### config.mk
export PLATFORM = sky130hd
export DESIGN_NAME = prince_dec_iter
export DESIGN_NICKNAME = d
export VERILOG_FILES = /design/src/rtl/prince_dec_iter.sv
export SDC_FILE = /design/constraint.sdc
export NUM_CORES = 1
export LEC_CHECK = 0
export CAP_MARGIN = 0
export CORE_ASPECT_RATIO = 1.25
export CORE_MARGIN = 2
export CORE_UTILIZATION = 57
export DETAILED_ROUTE_END_ITERATION = 7
export GPL_TIMING_DRIVEN = 1
export PLACE_DENSITY = 0.8
export SYNTH_ARGS = -nofsm -noshare
export SYNTH_HDL_FRONTEND = slang
export SYNTH_SLANG_ARGS = --single-unit
### constraint.sdc
create_clock -name clk -period 8 [get_ports clk]
set_clock_uncertainty 0.05 [all_clocks]
set_input_delay 1.6 -clock clk [delete_from_list [all_inputs] [get_ports clk]]
set_output_delay 1.6 -clock clk [all_outputs]
set_load 0.03 [all_outputs]
### src/rtl/prince_dec_iter.sv
// -----------------------------------------------------------------------------
// prince_dec_iter
//
// Iterative PRINCE block cipher core, decryption direction. One PRINCE round
// is evaluated per clock; a block takes 11 cycles from acceptance to result.
// Decryption reuses the encryption round structure through the
// alpha-reflection property:
//   whitening in  = k0' = (k0 >>> 1) ^ (k0 >> 63)
//   whitening out = k0
//   round key     = k1 ^ alpha
//
// Configuration:
//   ZERO_OUT_IDLE (parameter, default 1): data_out reads 0 while out_valid is
//     low; with 0 it shows the internal state register at all times.
//   PRINCE_ENC_EN (macro, default undefined): adds a 'mode' input sampled at
//     acceptance. mode=1 encrypts (whitening in k0, out k0', round key k1),
//     mode=0 decrypts as above. Without the macro the core only decrypts.
//
// Ports:
//   clk        rising-edge clock
//   rst_n      asynchronous active-low reset
//   in_valid   ciphertext and key present on data_in / key_in
//   in_ready   core can accept (high only in IDLE)
//   data_in    64-bit ciphertext
//   key_in     128-bit key, k0 = key_in[127:64], k1 = key_in[63:0]
//   mode       (PRINCE_ENC_EN only) 1 = encrypt, 0 = decrypt
//   out_valid  plaintext valid, held until out_ready
//   out_ready  consumer accepts plaintext
//   data_out   64-bit plaintext
// -----------------------------------------------------------------------------
module prince_dec_iter #(
   parameter bit ZERO_OUT_IDLE = 1'b1
) (
   input  logic          clk,
   input  logic          rst_n,
   input  logic          in_valid,
   output logic          in_ready,
   input  logic [63:0]   data_in,
   input  logic [127:0]  key_in,
`ifdef PRINCE_ENC_EN
   input  logic          mode,
`endif
   output logic          out_valid,
   input  logic          out_ready,
   output logic [63:0]   data_out
);

   typedef enum logic [1:0] {
      IDLE = 2'd0,
      BUSY = 2'd1,
      DONE = 2'd2
   } fsm_e;

   localparam logic [63:0] ALPHA      = 64'hc0ac29b7c97c50dd;
   localparam logic [3:0]  LAST_ROUND = 4'd11;

   localparam logic [3:0] SBOX [16] = '{
      4'hB, 4'hF, 4'h3, 4'h2, 4'hA, 4'hC, 4'h9, 4'h1,
      4'h6, 4'h7, 4'h8, 4'h0, 4'hE, 4'h5, 4'hD, 4'h4
   };
   localparam logic [3:0] SBOX_INV [16] = '{
      4'hB, 4'h7, 4'h3, 4'h2, 4'hF, 4'hD, 4'h8, 4'h9,
      4'hA, 4'h6, 4'h4, 4'h0, 4'h5, 4'hE, 4'hC, 4'h1
   };

   // Nibble n (n = 0 at [63:60]) of the SR output takes input nibble SR_IDX[n].
   // The state is column-major: nibble 4*col + row, row r rotated left by r.
   localparam int SR_IDX [16] = '{
      0, 5, 10, 15, 4, 9, 14, 3, 8, 13, 2, 7, 12, 1, 6, 11
   };
   localparam int SR_INV_IDX [16] = '{
      0, 13, 10, 7, 4, 1, 14, 11, 8, 5, 2, 15, 12, 9, 6, 3
   };

   // -------------------------------------------------------------------------
   // Round primitives
   // -------------------------------------------------------------------------
   function automatic logic [63:0] sub_nib(input logic [63:0] x, input logic inv);
      logic [63:0] y;
      for (int n = 0; n < 16; n++)
         y[4*n +: 4] = inv ? SBOX_INV[x[4*n +: 4]] : SBOX[x[4*n +: 4]];
      return y;
   endfunction

   function automatic logic [63:0] shift_rows(input logic [63:0] x, input logic inv);
      logic [63:0] y;
      for (int n = 0; n < 16; n++)
         y[63 - 4*n -: 4] = inv ? x[63 - 4*SR_INV_IDX[n] -: 4] : x[63 - 4*SR_IDX[n] -: 4];
      return y;
   endfunction

   // M' = diag(M^0, M^1, M^1, M^0) over 16-bit chunks, MSB chunk first.
   // Inside a chunk, block (row r, col c) of M^k is the 4x4 identity with bit
   // (r + c + k) mod 4 cleared, bits counted from the nibble MSB.
   function automatic logic [63:0] m_prime(input logic [63:0] x);
      logic [63:0] y;
      int          k;
      y = '0;
      for (int h = 0; h < 4; h++) begin
         k = (h == 0 || h == 3) ? 0 : 1;
         for (int r = 0; r < 4; r++)
            for (int b = 0; b < 4; b++)
               for (int c = 0; c < 4; c++)
                  if (((r + c + k) % 4) != b)
                     y[63 - 16*h - 4*r - b] ^= x[63 - 16*h - 4*c - b];
      end
      return y;
   endfunction

   function automatic logic [63:0] round_const(input logic [3:0] idx);
      logic [63:0] rc;
      case (idx)
         4'd1:    rc = 64'h13198a2e03707344;
         4'd2:    rc = 64'ha4093822299f31d0;
         4'd3:    rc = 64'h082efa98ec4e6c89;
         4'd4:    rc = 64'h452821e638d01377;
         4'd5:    rc = 64'hbe5466cf34e90c6c;
         4'd6:    rc = 64'h7ef84f78fd955cb1;
         4'd7:    rc = 64'h85840851f1ac43aa;
         4'd8:    rc = 64'hc882d32f25323c54;
         4'd9:    rc = 64'h64a51195e0e3610d;
         4'd10:   rc = 64'hd3b5a399ca0c2399;
         4'd11:   rc = 64'hc0ac29b7c97c50dd;
         default: rc = 64'h0;
      endcase
      return rc;
   endfunction

   // One iteration for counter value c: forward rounds 1..5, the keyless
   // middle layer at 6, inverse rounds i = c-1 at 7..11. The last iteration
   // also folds in the output whitening.
   function automatic logic [63:0] round_fn(input logic [63:0] s, input logic [3:0] c,
                                            input logic [63:0] kr, input logic [63:0] kout);
      logic [63:0] r;
      if (c >= 4'd1 && c <= 4'd5) begin
         r = shift_rows(m_prime(sub_nib(s, 1'b0)), 1'b0) ^ round_const(c) ^ kr;
      end else if (c == 4'd6) begin
         r = sub_nib(m_prime(sub_nib(s, 1'b0)), 1'b1);
      end else if (c >= 4'd7 && c <= LAST_ROUND) begin
         r = sub_nib(m_prime(shift_rows(s ^ round_const(c - 4'd1) ^ kr, 1'b1)), 1'b1);
         if (c == LAST_ROUND)
            r = r ^ round_const(LAST_ROUND) ^ kr ^ kout;
      end else begin
         r = s;
      end
      return r;
   endfunction

   // -------------------------------------------------------------------------
   // Key schedule at acceptance
   // -------------------------------------------------------------------------
   logic [63:0] k0, k1, k0_prime;
   logic [63:0] k_white_in, k_white_out, k_round;

   assign k0       = key_in[127:64];
   assign k1       = key_in[63:0];
   assign k0_prime = {k0[0], k0[63:1]} ^ (k0 >> 63);

`ifdef PRINCE_ENC_EN
   assign k_white_in  = mode ? k0       : k0_prime;
   assign k_white_out = mode ? k0_prime : k0;
   assign k_round     = mode ? k1       : (k1 ^ ALPHA);
`else
   assign k_white_in  = k0_prime;
   assign k_white_out = k0;
   assign k_round     = k1 ^ ALPHA;
`endif

   // -------------------------------------------------------------------------
   // Control and datapath
   // -------------------------------------------------------------------------
   fsm_e        fsm_q, fsm_d;
   logic [3:0]  cnt_q, cnt_d;
   logic [63:0] state_q, state_d;
   logic [63:0] kr_q, kr_d;
   logic [63:0] kout_q, kout_d;
   logic        in_ready_q, in_ready_d;
   logic        out_valid_q, out_valid_d;

   always_comb begin
      // NOTE: every signal gets a default before the case so no path leaves
      // it unassigned; a missing default here would infer a latch.
      fsm_d       = fsm_q;
      cnt_d       = cnt_q;
      state_d     = state_q;
      kr_d        = kr_q;
      kout_d      = kout_q;
      in_ready_d  = in_ready_q;
      out_valid_d = out_valid_q;

      case (fsm_q)
         IDLE: begin
            in_ready_d  = 1'b1;
            out_valid_d = 1'b0;
            if (in_valid) begin
               state_d    = data_in ^ k_white_in ^ k_round;
               kr_d       = k_round;
               kout_d     = k_white_out;
               cnt_d      = 4'd1;
               fsm_d      = BUSY;
               in_ready_d = 1'b0;
            end
         end
         BUSY: begin
            state_d = round_fn(state_q, cnt_q, kr_q, kout_q);
            // >= rather than == so a corrupted counter can never run past 11.
            if (cnt_q >= LAST_ROUND) begin
               cnt_d       = '0;
               fsm_d       = DONE;
               out_valid_d = 1'b1;
            end else begin
               cnt_d = cnt_q + 4'd1;
            end
         end
         DONE: begin
            if (out_ready) begin
               fsm_d       = IDLE;
               out_valid_d = 1'b0;
               in_ready_d  = 1'b1;
            end
         end
         default: begin
            fsm_d       = IDLE;
            cnt_d       = '0;
            in_ready_d  = 1'b1;
            out_valid_d = 1'b0;
         end
      endcase
   end

   always_ff @(posedge clk or negedge rst_n) begin
      if (!rst_n) begin
         // NOTE: the key and state registers are reset along with control so
         // a reset mid-block leaves no trace of the key or the partial result.
         fsm_q       <= IDLE;
         cnt_q       <= '0;
         state_q     <= '0;
         kr_q        <= '0;
         kout_q      <= '0;
         in_ready_q  <= 1'b1;
         out_valid_q <= 1'b0;
      end else begin
         // NOTE: non-blocking assignments so every flop samples the values
         // from before this edge, independent of statement order.
         fsm_q       <= fsm_d;
         cnt_q       <= cnt_d;
         state_q     <= state_d;
         kr_q        <= kr_d;
         kout_q      <= kout_d;
         in_ready_q  <= in_ready_d;
         out_valid_q <= out_valid_d;
      end
   end

   assign in_ready  = in_ready_q;
   assign out_valid = out_valid_q;
   assign data_out  = (ZERO_OUT_IDLE && !out_valid_q) ? 64'h0 : state_q;

endmodule
==> results.sh <==
export IMPL_cts_tree="done"
export IMPL_drt_total_wl_um=99090
export IMPL_synth_flop_cell="dfrtp_1"
export IMPL_hold_depth=2
export IMPL_min_path_type="flip-flop to flip-flop"
export IMPL_r2r_setup_slack_ns=2.08
export IMPL_seq_area_frac_synth_pct=19.94
export IMPL_status="finished with violations"
export IMPL_relSlewSlack_pct=2.210
export IMPL_clkLatencyLatePin_ns=0.50
export IMPL_die_area_mm2=0.04575
export IMPL_start_util_pct=57.33
export IMPL_num_rows=86
export IMPL_synth_edf_count=0
export IMPL_syn_inst=2996
export IMPL_grt_pass1_vias=23380
export IMPL_clock_path_buffers=2
export IMPL_start_kind="flip-flop"
export IMPL_vias_per_cell=6.232
export IMPL_period_share_pct=74.01
export IMPL_vias=23480
export IMPL_yosysWarningCount=0
export IMPL_grt_max_degree=108
export IMPL_antenna_left=0
export IMPL_finalSetupTns_ns=0
export IMPL_layout_common_cells="xnor2_1, nand2_1, clkdlybuf4s50_1, ha_1, dfrtp_1"
export IMPL_grtUsageTotal_pct=43.57
export IMPL_critPathArrivalTime_ns=6.26
export IMPL_syn_area_per_cell_um2=8.380
export IMPL_cts_buffers=17
export IMPL_synth_top_area_share_pct=19.83
export IMPL_critPathRequiredTime_ns=8.34
export IMPL_syn_cell_area_mm2=0.02511
export IMPL_grt_pass1_wl_um=145000
export IMPL_synth_area_top_cells="dfrtp_1, xnor2_1, ha_1, nand2_1, xor2_1"
export IMPL_die_x_um=191.7
export IMPL_violations="max-capacitance violations"
export IMPL_cts_setup_buffers=0
export IMPL_tightest_slew_ns=1.459
export IMPL_r2r_end="state_q[24]"
export IMPL_htreeDepth=4
export IMPL_period_needed_ns=5.920
export IMPL_final_common_cell="xnor2_1"
export IMPL_ys_ff_latch=200
export IMPL_setup_viol_count_final=0
export IMPL_yosysTopAreaCell="dfrtp_1"
export IMPL_cts_sinks=200
export IMPL_cts_root_buf="clkbuf_16"
export IMPL_io_pins=262
export IMPL_drt_iter0_markers=2255
export IMPL_synth_fp_nets=3423
export IMPL_crit_type="flip-flop to flip-flop"
export IMPL_layout_drive_gt1_share_pct=5.016
export IMPL_hold_end="kout_q[31]"
export IMPL_nets=3604
export IMPL_ctsResizeCount=0
export IMPL_dp_hpwl_um=75270
export IMPL_hold_viol=0
export IMPL_core_mm2=0.04379
export IMPL_endpoint_kind="flip-flop"
export IMPL_portBuffers=261
export IMPL_startpoint="cnt_q[0]"
export IMPL_rsz0062_at_grt="false"
export IMPL_reg2reg_depth=18
export IMPL_drc=0
export IMPL_timing_rr_start="cnt_q[0]"
export IMPL_routabilityCongestion=1.026
export IMPL_area_growth_pct=15.02
export IMPL_async_flop_share_pct=100.0
export IMPL_slew_viol_final=0
export IMPL_grt_overflow=0
export IMPL_die_h_um=238.6
export IMPL_cts_hold_buf=0
export IMPL_synth_cell_type_count=79
export IMPL_maxCapViolations=1
export IMPL_min_from="kout_q[31]"
export IMPL_cp_max_fo=28
export IMPL_clk_pin_slew_ns=0.08
export IMPL_dr_pass1_iters=6
export IMPL_fmaxAchievable_mhz=168.9
export IMPL_antenna_found_initial=7
export IMPL_wl_per_cell_um=26.30
cells by family after synthesis:
logic type | count (synthesis) | synth area share, %
muxes | 160 | 7.600
buffers and inverters | 309 | 4.739
AOI/OAI and AO/OA | 566 | 14.19
adders and majority gates | 231 | 11.51
xor gates and xnor gates | 688 | 27.04
and+or+nand+nor | 842 | 14.98
DFF | 200 | 19.94
area by class of cell:
class,instances,area (um^2)
diodes,6,15.01
flip-flops and latches,200,5007
repair buffers,304,2952
fillers,3706,14920
well taps,572,715.7
clock buffers,19,442.9
clock inverters,13,136.4
multi-input cells,2487,18980
inverters,167,626.9
state kept, by name, summed over array words and instances, names as in the netlist:
register	count
kout_q	64
cnt_q	4
out_valid	1
state_q	64
fsm_q	2
kr_q	64
in_ready	1
critical path, cell delays in order (launching register included):
cell	delay, ns
dfrtp_1	0.37
buf_4	0.25
inv_1	0.48
ha_1	0.28
inv_1	0.07
ha_1	0.74
buf_4	0.39
xnor3_1	0.38
a22oi_1	0.65
xnor2_1	0.25
xor2_1	0.31
xor2_1	0.37
inv_1	0.15
ha_1	0.23
mux2_2	0.26
nor2_1	0.09
a21oi_1	0.06
xnor2_1	0.17
a221oi_1	0.26
through the flow:
step | cells | util [%] | instance area (um^2) | hold WS, ns | setup slack (ns)
2_1_floorplan | 2996 | - | 25110 | 0.4152 | 3.506
3_3_place_gp | 3729 | 64.55 | 28270 | 0.4287 | 2.483
3_5_place_dp | 3729 | 64.55 | 28270 | 0.4331 | 2.289
4_1_cts | 3761 | 65.87 | 28850 | 0.4535 | 2.240
5_1_grt | 3762 | 65.90 | 28860 | 0.4728 | 1.865
6_report | 3768 | 65.94 | 28880 | 0.4497 | 2.080
synth_stat cells, types with 7 or more instances:
master and n:
mux2_2 18, mux4_2 22, xor2_1 174, nand3_1 29
mux2i_1 118, nor3b_1 9, nor2b_1 20, nor2_1 148
xor3_1 8, a211oi_1 27, o211ai_1 19, buf_2 12
a21o_1 11, o21a_1 7, nand2b_1 27, a22oi_1 20
inv_1 164, and2_1 70, a31oi_1 18, nor3_1 51
nand2_1 437, o221ai_1 29, a21oi_1 133, or3_1 7
clkbuf_1 123, a221oi_1 28, xnor2_1 459, o21ai_0 185
ha_1 231, xnor3_1 35, nand3b_1 23, o22ai_1 20
dfrtp_1 199
how the worst max path moves through the flow:
stage	to	cells past startpoint	slack, ns
final	state_q[24]	18	2.08
after global routing	state_q[24]	18	1.87
after CTS	state_q[24]	18	2.24
after detailed placement	state_q[24]	18	2.29
after global placement	state_q[24]	18	2.48
after floorplan	state_q[59]	20	3.51
metal layers:
metal / wire [um] / GRT usage [%] / vias to the layer above
met4: 7948 / 31.61 / 4
met2: 44990 / 68.61 / 1307
met1: 36870 / 51.08 / 11330
li1: - / - / 10450
met5: 31 / 0 / -
met3: 9254 / 11.49 / 398
Power is not shown: default switching activity piles up to over one toggle a cycle in this logic, so the estimate is an artifact.
